$ cat src/rtl/nav_pkg.sv
// Shared types and helpers for the navigator datapath: FSM states, int8 limits
// and the saturating requantiser used when a neuron's accumulator is written out.
package nav_pkg;

  typedef enum logic [2:0] {
    ST_IDLE,
    ST_LATCH,
    ST_MAC,
    ST_STORE,
    ST_ARGMAX,
    ST_DONE
  } state_t;

  localparam int INT8_MAX = 127;
  localparam int INT8_MIN = -128;

  // Callers sign-extend their ACC_W accumulator into the 64-bit argument.
  function automatic logic [7:0] sat_requant(input logic signed [63:0] acc, input int shift);
    logic signed [63:0] q;
    q = acc >>> shift;
    if (q > INT8_MAX) begin
      return 8'(INT8_MAX);
    end else if (q < INT8_MIN) begin
      return 8'(INT8_MIN);
    end
    return q[7:0];
  endfunction

endpackage

$ cat src/rtl/mac_unit.sv
// Signed 8x8 multiply with ACC_W accumulate; result visible the cycle after en.
// clr has priority over en; no flow control of its own.
module mac_unit #(
  parameter int ACC_W = 24
) (
  input  logic                    clk,
  input  logic                    rst,
  input  logic                    clr,
  input  logic                    en,
  input  logic signed [7:0]       a,
  input  logic signed [7:0]       b,
  output logic signed [ACC_W-1:0] acc
);

  logic signed [15:0] prod;

  assign prod = a * b;

  always_ff @(posedge clk) begin
    if (rst || clr) begin
      acc <= '0;
    end else if (en) begin
      acc <= acc + {{(ACC_W-16){prod[15]}}, prod};
    end
  end

endmodule

$ cat src/rtl/layer2_dense.sv
// Dense layer 2: latch activations, stream N_OUT*N_IN weights (valid/ready, one per cycle), requantise, argmax.
// Done 138 cycles after act_done with continuous weights; LAYER2_RELU_EN rectifies activations at latch time.
module layer2_dense
  import nav_pkg::*;
#(
  parameter int N_IN  = 32,
  parameter int N_OUT = 4,
  parameter int ACC_W = 24,
  parameter int SHIFT = 5
) (
  input  logic                       clk,
  input  logic                       rst,
  input  logic [N_IN*8-1:0]          act_in,
  input  logic                       act_done,
  input  logic [7:0]                 w,
  input  logic                       w_valid,
  output logic                       w_ready,
  output logic [N_OUT*8-1:0]         out_vec,
  output logic [$clog2(N_OUT)-1:0]   class_idx,
  output logic                       done
);

  localparam int IW = (N_IN > 1) ? $clog2(N_IN) : 1;
  localparam int JW = $clog2(N_OUT);
  localparam logic [IW-1:0] I_LAST = IW'(N_IN - 1);
  localparam logic [JW-1:0] J_LAST = JW'(N_OUT - 1);

  state_t state, state_nxt;

  logic [N_IN-1:0][7:0]     act_q;
  logic [IW-1:0]            i_cnt;
  logic [JW-1:0]            j_cnt;
  logic signed [ACC_W-1:0]  acc;
  logic                     mac_en;
  logic                     mac_clr;
  logic signed [7:0]        best_val;
  logic [JW-1:0]            best_idx;
  logic signed [7:0]        cand;
  logic                     cand_wins;

  mac_unit #(.ACC_W(ACC_W)) u_mac (
    .clk (clk),
    .rst (rst),
    .clr (mac_clr),
    .en  (mac_en),
    .a   (act_q[i_cnt]),
    .b   (w),
    .acc (acc)
  );

  always_ff @(posedge clk) begin
    if (rst) begin
      state <= ST_IDLE;
    end else begin
      state <= state_nxt;
    end
  end

  always_comb begin
    state_nxt = state;
    case (state)
      ST_IDLE:   if (act_done) state_nxt = ST_LATCH;
      ST_LATCH:  state_nxt = ST_MAC;
      ST_MAC:    if (w_valid && i_cnt == I_LAST) state_nxt = ST_STORE;
      ST_STORE:  state_nxt = (j_cnt == J_LAST) ? ST_ARGMAX : ST_MAC;
      ST_ARGMAX: if (j_cnt == J_LAST) state_nxt = ST_DONE;
      ST_DONE:   state_nxt = ST_DONE;
      default:   state_nxt = ST_IDLE;
    endcase
  end

  always_comb begin
    w_ready = (state == ST_MAC);
    done    = (state == ST_DONE);
    mac_en  = w_valid && (state == ST_MAC);
    mac_clr = (state == ST_LATCH) || (state == ST_STORE);
  end

  // The first scanned entry always seeds the running best; later ones need strictly greater.
  assign cand      = out_vec[j_cnt*8 +: 8];
  assign cand_wins = (j_cnt == '0) || (cand > best_val);

  always_ff @(posedge clk) begin
    if (rst) begin
      act_q     <= '0;
      i_cnt     <= '0;
      j_cnt     <= '0;
      out_vec   <= '0;
      class_idx <= '0;
      best_val  <= '0;
      best_idx  <= '0;
    end else begin
      case (state)
        ST_LATCH: begin
          for (int k = 0; k < N_IN; k++) begin
`ifdef LAYER2_RELU_EN
            act_q[k] <= act_in[k*8+7] ? 8'd0 : act_in[k*8 +: 8];
`else
            act_q[k] <= act_in[k*8 +: 8];
`endif
          end
          i_cnt <= '0;
          j_cnt <= '0;
        end
        ST_MAC: begin
          if (mac_en) begin
            i_cnt <= (i_cnt == I_LAST) ? '0 : i_cnt + 1'b1;
          end
        end
        ST_STORE: begin
          out_vec[j_cnt*8 +: 8] <= sat_requant({{(64-ACC_W){acc[ACC_W-1]}}, acc}, SHIFT);
          i_cnt <= '0;
          j_cnt <= (j_cnt == J_LAST) ? '0 : j_cnt + 1'b1;
        end
        ST_ARGMAX: begin
          if (cand_wins) begin
            best_val <= cand;
            best_idx <= j_cnt;
          end
          if (j_cnt == J_LAST) begin
            class_idx <= cand_wins ? j_cnt : best_idx;
            j_cnt     <= '0;
          end else begin
            j_cnt <= j_cnt + 1'b1;
          end
        end
        default: ;
      endcase
    end
  end

endmodule
$ cat config.mk
export PLATFORM = sky130hd
export DESIGN_NAME = layer2_dense
export DESIGN_NICKNAME = d
export VERILOG_FILES = /design/src/rtl/nav_pkg.sv /design/src/rtl/mac_unit.sv /design/src/rtl/layer2_dense.sv
export SDC_FILE = /design/constraint.sdc
export NUM_CORES = 1
export LEC_CHECK = 0
export CAP_MARGIN = 20
export CELL_PAD_IN_SITES_DETAIL_PLACEMENT = 0
export CELL_PAD_IN_SITES_GLOBAL_PLACEMENT = 1
export CORE_AREA = 4 4 207 209
export DETAILED_ROUTE_END_ITERATION = 6
export DIE_AREA = 0 0 211 213
export GPL_ROUTABILITY_DRIVEN = 0
export PLACE_DENSITY_LB_ADDON = 0.1
export SYNTH_ARGS = -nofsm -noshare
export SYNTH_HDL_FRONTEND = slang
export SYNTH_SLANG_ARGS = --single-unit
$ cat constraint.sdc
create_clock -name clk -period 15 [get_ports clk]
set_clock_uncertainty 0.05 [all_clocks]
set_input_delay 2.25 -clock clk [delete_from_list [all_inputs] [get_ports clk]]
set_output_delay 2.25 -clock clk [all_outputs]
set_load 0.03 [all_outputs]
==> results of run 1 <==
-- metal layers --
metal | routed length [um] | vias to the layer above
met3 | 2730 | 66
met1 | 23900 | 7308
met4 | 1260 | 2
li1 | - | 7395
met2 | 26100 | 381
met5 | 8 | -
-- Yosys cell counts, types with 2 or more instances --
master | count | area share [%]
or2_2 | 3 | 0.11
and2_1 | 8 | 0.28
a22oi_1 | 32 | 1.4
o21bai_1 | 3 | 0.13
a21oi_1 | 316 | 8.9
ha_1 | 70 | 4.9
nand2b_1 | 17 | 0.60
nand2_1 | 569 | 12
a31oi_1 | 8 | 0.28
inv_1 | 102 | 2.2
o31ai_1 | 3 | 0.13
and3_1 | 6 | 0.21
or3_1 | 8 | 0.28
nand4_1 | 6 | 0.21
o21a_1 | 12 | 0.51
nand3b_1 | 3 | 0.13
buf_6 | 3 | 0.19
nand3_1 | 18 | 0.51
o21ai_1 | 18 | 0.51
o21ai_0 | 13 | 0.37
clkbuf_1 | 112 | 2.4
nor2_1 | 69 | 1.5
nor2b_1 | 49 | 1.7
fa_1 | 56 | 6.3
xor2_1 | 5 | 0.25
nor4_1 | 7 | 0.25
mux4_2 | 88 | 11
mux2i_4 | 7 | 0.89
a311oi_1 | 3 | 0.15
buf_1 | 9 | 0.19
nor4b_2 | 3 | 0.25
dfxtp_1 | 334 | 38
buf_2 | 5 | 0.14
buf_4 | 2 | 0.084
a211oi_1 | 6 | 0.25
nor3_1 | 13 | 0.37
a21o_1 | 11 | 0.46
mux2i_1 | 2 | 0.11
a21oi_2 | 3 | 0.15
xnor2_1 | 25 | 1.2
o211ai_1 | 3 | 0.13
-- registers in the layout, indices dropped and copies added, names as in the netlist --
name       flops
out_vec       32
class_idx      2
best_idx       2
best_val       8
act_q        256
i_cnt          5
u_mac.acc     24
state          3
j_cnt          2
-- final timing paths --
path / start / to
hold / removal: act_q[234]$_SDFFE_PP0P_ / act_q[234]$_SDFFE_PP0P_
hold reg to reg: act_q[234]$_SDFFE_PP0P_ / act_q[234]$_SDFFE_PP0P_
setup reg to reg: i_cnt[0]$_SDFFE_PP0P_ / u_mac.acc[23]$_SDFFE_PP0P_
setup / recovery: i_cnt[0]$_SDFFE_PP0P_ / u_mac.acc[23]$_SDFFE_PP0P_
-- area by class of cell --
class,count,area [um2],area share (%)
multi-input cells,1478,10200,45.5
flip-flops and latches,334,6690,29.8
repair buffers,316,3170,14.1
clock buffers,58,1130,5.03
well taps,532,666,2.97
inverters,103,387,1.72
clock inverters,12,178,0.792
diodes,3,7.51,0.0335
-- through the flow --
| step | instance area, um2 | power [mW] |
|---|---|---|
| after global routing | 22400 | 2.54 |
| after global placement | 21100 | 1.46 |
| after floorplan | 17800 | 1.30 |
| final | 22400 | 2.42 |
| after detailed placement | 21100 | 1.47 |
| after CTS | 22400 | 2.44 |
-- cell usage in the layout, fill, tap and decap left out, drive strengths merged, types with 2 or more instances in the layout --
master,Yosys,layout
a211oi,6,6
a21o,11,11
a21oi,319,319
a22oi,32,32
a311oi,3,3
a31oi,8,8
and2,8,8
and3,6,6
buf,19,14
bufinv,0,3
clkbuf,112,58
clkdlybuf4s50,0,302
clkinv,0,7
dfxtp,334,334
diode,0,3
fa,56,56
ha,70,70
inv,103,104
mux2i,10,10
mux4,88,88
nand2,569,569
nand2b,17,17
nand3,18,18
nand3b,3,3
nand4,6,6
nor2,69,69
nor2b,49,49
nor3,13,13
nor4,7,7
nor4b,4,4
o211ai,3,3
o21a,12,12
o21ai,31,31
o21bai,3,3
o31ai,3,3
or2,4,4
or3,8,8
or4,2,2
xnor2,25,25
xor2,5,5
-- worst reg2reg max path: cells and delay by family (launching register included) --
family                     cells  cell delay, ns
and+or+nand+nor                7            1.46
xor gates and xnor gates       2            0.93
muxes                          3            1.60
buffers and inverters          5            0.94
DFF                            1            0.75
adders and majority gates      6            2.83
AOI/OAI and AO/OA              7            1.31
-- report_power, final --
part	total, mW	internal, mW	leakage (nW)	switching (mW)
logic	0.500	0.227	4.81	0.273
clock network	0.966	0.576	0.636	0.391
registers	0.951	0.926	2.71	0.0255
-- cell families (layout without fill, tap and decap cells) --
| logic type | after synthesis | after routing | share of synthesized area [%] |
|---|---|---|---|
| multiplexers | 98 | 98 | 12.2 |
| adder cells (fa/ha/maj) | 126 | 126 | 11.2 |
| buffers and inverters | 234 | 489 | 5.14 |
| XOR/XNOR | 30 | 30 | 1.48 |
| other | 0 | 3 | 0 |
| AND/OR/NAND/NOR | 785 | 785 | 18.7 |
| flip-flops | 334 | 334 | 37.6 |
| AO/OA/AOI/OAI | 439 | 439 | 13.7 |
==> reports/qor.csv, run 1 <==
stage;metric;value;unit
sta;worst setup margin;5.09;ns
sta;Slew Limit Fails;0;
cells_and_area;share of cells above drive strength 1;8.00;%
sta;Slew headroom;24.9;%
yosys;EDFF count, synth;0;
cells_and_area;final core utilization;54.9;%
clocking;# hold bufs at CTS;0;
yosys;synthesized cell area;0.0178;mm2
yosys;Mean Syn Cell Area;8.70;um2
floorplan;Placement Rows;74;
sta;unrepaired setup endpoints after global routing;no;
clocking;Clock Tree Root;clkbuf_16;
status;outcome;finished, final reports clean;
global_routing;first-pass GRT wire length;84200;um
global_routing;met3 Usage GRT;4.07;%
sta;final period utilization;66.1;%
clocking;# H-tree levels;2;
power;VDD IR max;73.5;uV
cells_and_area;P&R area growth vs syn;26.1;%
setup_path;Startpoint Class;flop;
global_routing;largest net degree at the start of global routing;219;
global_routing;Total GRT Usage;23.6;%
clocking;CTS buffer count;39;
setup_path;Crit Path Category;flop to flop;
setup_path;Max stage delay on crit path;0.80;ns
clocking;clk sinks;334;
route;WL final;54000;um
sta;Setup TNS;0;ns
route;vias per cell;5.34;
floorplan;Core Region;0.0408;mm2
route;wire per inst;19.1;um
sta;Hold Vio Cnt, Final;0;
setup_path;CP Data Required Time;15.44;ns
yosys;Syn Inst Count;2046;
sta;post-layout minimum cycle time;9.91;ns
global_routing;met1 global-route usage;32.2;%
yosys;post-synth cell types;57;
setup_path;CP arrival;10.35;ns
sta;worst slew pin tran;1.13;ns
placed_design;Inst Count DP;2762;
cells_and_area;fill count;3801;
cells_and_area;Final Non-Filler Cells;2836;
clocking;post-CTS sizing;0;
route;via count;15200;
sta;fmax;101;MHz
clocking;clk slew on worst S/H paths;0.06;ns
placed_design;post-place setup slack;5.04;ns
route;Initial DRC Count;1091;
floorplan;Starting Density;43.6;%
global_routing;vias in the first global route;15200;
clocking;clock tree buffer depth;3;
clocking;Skew-Pair Late Insertion Delay;0.57;ns
min_path;min-delay worst type;flop to flop;
flow_run;Max Cap Viol;0;
floorplan;Die Wd;211;um
route;Detailed Routing Iterations Pass 1;5;
floorplan;die footprint;0.0449;mm2
clocking;Post-CTS Setup Inserts;0;
yosys;sequential area share after synthesis;37.6;%
power;PD cells;108;mW/mm2
route;DRC;0;
min_path;Worst Hold Path Cells;2;
sta;Hold WS;0.401;ns
floorplan;Top Ports;304;
yosys;ys flop type;dfxtp_1;
clocking;CTS tree;done;
global_routing;Remaining Overflow, GRT;0;
yosys;number of synthesized register bits;334;
global_routing;initial antenna violation count;4;
placed_design;IO Port Bufs;303;
setup_path;FF-to-FF setup slack;5.09;ns
yosys;async set-reset flop share out of synthesis;0;%
global_routing;met2 track demand over resource;38.9;%
sta;final setup fails;0;
setup_path;CP top delay family;adder cells;
setup_path;WP depth;30;
setup_path;slowest cell on the critical path;xnor2_1;
placed_design;DP HPWL;39400;um
global_routing;Most Used Layer, Global Route;met2;
setup_path;crit end category;flop;
yosys;post-synth net total;2440;
route;ANT nets after route;0;
floorplan;Die H;213;um
cells_and_area;nets;2666;
setup_path;R2R depth;30;
setup_path;critical path fanouts, max;40;
yosys;YS warnings;0;
power;standby leakage power;8.16;nW
setup_path;Buffers & Inverters on Critical Path;5;
(Power assumes the default switching activity.)
==> run 2, diff against run 1 <==
- CORE_AREA: 4 4 207 209 -> 4 4 225 227
- DIE_AREA: 0 0 211 213 -> 0 0 229 231
- clock period: 15 -> 8.2 ns (I/O delays scaled with it)
==> run 2 against run 1 <==
Compared with the run above: critical path depth up 2; sequential power up 83%; combinational power increased by 100%; critical path type unchanged; die area increased by 18%; register-to-register slack worse by 4.9 ns.
==> reports/qor.csv, run 2 (same netlist as run 1, synthesis figures left out) <==
stage;metric;value;unit;change
setup_path;R2R Path End;u_mac.acc[23]$_SDFFE_PP0P_;;unchanged
global_routing;Remaining Overflow, GRT;0;;unchanged
sta;post-layout minimum cycle time;7.97;ns;was 9.91 ns
cells_and_area;Top reg by flops;act_q;;unchanged
cells_and_area;max reg flops;256;;unchanged
flow_run;Max Cap Viol;0;;unchanged
route;vias per cell;5.11;;was 5.34
global_routing;vias in the first global route;15300;;was 15200
placed_design;Inst Count DP;2907;;was 2762
power;standby leakage power;8.57;nW;was 8.16 nW
cells_and_area;Post-Layout Inst Area;0.0233;mm2;was 0.0224 mm2
placed_design;DP HPWL;42700;um;was 39400 um
floorplan;die footprint;0.0529;mm2;was 0.0449 mm2
floorplan;Core Region;0.0486;mm2;was 0.0408 mm2
setup_path;Crit Path Category;flop to flop;;unchanged
route;WL final;56700;um;was 54000 um
clocking;CTS buffer count;40;;was 39
setup_path;Startpoint Class;flop;;unchanged
route;via count;15300;;was 15200
clocking;clk sinks;334;;unchanged
sta;Slew Limit Fails;0;;unchanged
min_path;Worst Hold Path Cells;2;;unchanged
route;ANT nets after route;0;;unchanged
floorplan;Top Ports;304;;unchanged
global_routing;largest net degree at the start of global routing;141;;was 219
cells_and_area;P&R area growth vs syn;30.9;%;was 26.1%
clocking;# H-tree levels;2;;unchanged
placed_design;Placed Area;0.0217;mm2;was 0.0211 mm2
setup_path;FF-to-FF setup slack;0.23;ns;was 5.09 ns
cells_and_area;most common cell after layout, fill and taps aside;nand2_1;;unchanged
sta;final setup fails;0;;unchanged
floorplan;Starting Density;36.6;%;was 43.6%
setup_path;CP arrival;8.40;ns;was 10.35 ns
sta;worst slew pin tran;1.08;ns;was 1.13 ns
route;DRC;0;;unchanged
cells_and_area;final core utilization;47.9;%;was 54.9%
sta;Setup TNS;0;ns;unchanged
cells_and_area;most frequent cells in the layout;nand2_1, dfxtp_1, a21oi_1;;unchanged
floorplan;Die H;231;um;was 213 um
setup_path;critical path fanouts, max;6;;was 40
setup_path;Max stage delay on crit path;0.56;ns;was 0.80 ns
clocking;Clock Tree Root;clkbuf_16;;unchanged
power;Total Power;4.53;mW;was 2.42 mW
floorplan;Die Wd;229;um;was 211 um
global_routing;Total GRT Usage;20.8;%;was 23.6%
setup_path;R2R Path Start;i_cnt[0]$_SDFFE_PP0P_;;unchanged
sta;unrepaired setup endpoints after global routing;yes;;was no
clocking;Skew-Pair Late Insertion Delay;0.57;ns;about the same
min_path;hold endpoint;act_q[150]$_SDFFE_PP0P_;;was act_q[234]$_SDFFE_PP0P_
setup_path;R2R depth;32;;was 30
sta;Hold Vio Cnt, Final;0;;unchanged
power;VDD IR max;119;uV;was 73.5 uV
global_routing;initial antenna violation count;1;;was 4
setup_path;crit end category;flop;;unchanged
clocking;CTS tree;done;;unchanged
placed_design;post-place setup slack;-0.0315;ns;was 5.04 ns
placed_design;IO Port Bufs;303;;unchanged
global_routing;first-pass GRT wire length;87000;um;was 84200 um
setup_path;slowest cell on the critical path;mux4_2;;was xnor2_1
sta;fmax;125;MHz;was 101 MHz
cells_and_area;Final Non-Filler Cells;2994;;was 2836
clocking;clk slew on worst S/H paths;0.06;ns;about the same
setup_path;CP Data Required Time;8.63;ns;was 15.44 ns
min_path;min-delay worst type;flop to flop;;unchanged
min_path;HP Start;act_q[150]$_SDFFE_PP0P_;;was act_q[234]$_SDFFE_PP0P_
route;Detailed Routing Iterations Pass 1;5;;unchanged
sta;worst setup margin;0.227;ns;was 5.09 ns
cells_and_area;area of the multi-input gates;0.0103;mm2;was 0.0102 mm2
cells_and_area;register area;0.00669;mm2;unchanged
cells_and_area;fill count;4745;;was 3801
sta;Hold WS;0.401;ns;about the same
route;wire per inst;18.9;um;was 19.1 um
route;Initial DRC Count;1132;;was 1091
clocking;clock tree buffer depth;3;;unchanged
sta;final period utilization;97.2;%;was 66.1%
floorplan;Placement Rows;81;;was 74
status;outcome;finished, final reports clean;;unchanged
cells_and_area;Regs by FF count;act_q (256), out_vec (32), u_mac.acc (24);;unchanged
cells_and_area;number of diodes;0;;was 3
power;PD cells;194;mW/mm2;was 108 mW/mm2
cells_and_area;share of cells above drive strength 1;11.3;%;was 8.00%
cells_and_area;nets;2735;;was 2666
sta;Slew headroom;27.4;%;was 24.9%
==> run 2: per-layer routing <==
metal / GRT usage, % / vias up / part of all wire, %
met3: 3.54 / 66 / 4.9
met1: 27.9 / 7375 / 44
met2: 35.0 / 337 / 49
met5: 0 / - / 0.023
met4: 5.36 / 2 / 2.2
li1: - / 7528 / -
==> run 2: report_power, final <==
group	internal, mW	switching [mW]
logic	0.471	0.528
registers	1.69	0.0477
clock network	1.06	0.722
total	3.23	1.30
==> run 2: how the worst max path moves through the flow <==
| stage | slack [ns] | cells after the start | startpoint | to |
|---|---|---|---|---|
| CTS | 0.02 | 31 | i_cnt[0]$_SDFFE_PP0P_ | u_mac.acc[23]$_SDFFE_PP0P_ |
| global placement | 0.07 | 31 | i_cnt[0]$_SDFFE_PP0P_ | u_mac.acc[23]$_SDFFE_PP0P_ |
| global route | -0.22 | 33 | i_cnt[0]$_SDFFE_PP0P_ | u_mac.acc[23]$_SDFFE_PP0P_ |
| floorplan | 0.02 | 32 | i_cnt[1]$_SDFFE_PP0P_ | u_mac.acc[23]$_SDFFE_PP0P_ |
| detailed placement | -0.03 | 33 | i_cnt[0]$_SDFFE_PP0P_ | u_mac.acc[23]$_SDFFE_PP0P_ |
| finish | 0.23 | 32 | i_cnt[0]$_SDFFE_PP0P_ | u_mac.acc[23]$_SDFFE_PP0P_ |
==> run 2: layout make-up <==
type	count	area share (%)
multi-input combinational	1478	44.2
sequential	334	28.7
timing repair buffer	384	16.3
clock buffer	61	5.07
tap	622	3.34
inverter	103	1.66
clock inverter	12	0.655
==> run 2: what timing repair did <==
action | in CTS | in global routing
setup endpoints to repair | 1 | 4
hold buffers | 0 | 0
gates cloned | 0 | 2
pin swaps | 0 | 5
buffers inserted | 0 | 11
gates resized for setup | 1 | 16
==> run 2: critical path: cells and delay by family, from the launching register on <==
family,cells,cell delay (ns)
buf+inv,4,0.38
fa+ha+maj,6,2.63
compound gates,13,1.99
simple gates,4,0.90
mux,3,1.28
xor+xnor,2,0.30
flops,1,0.35
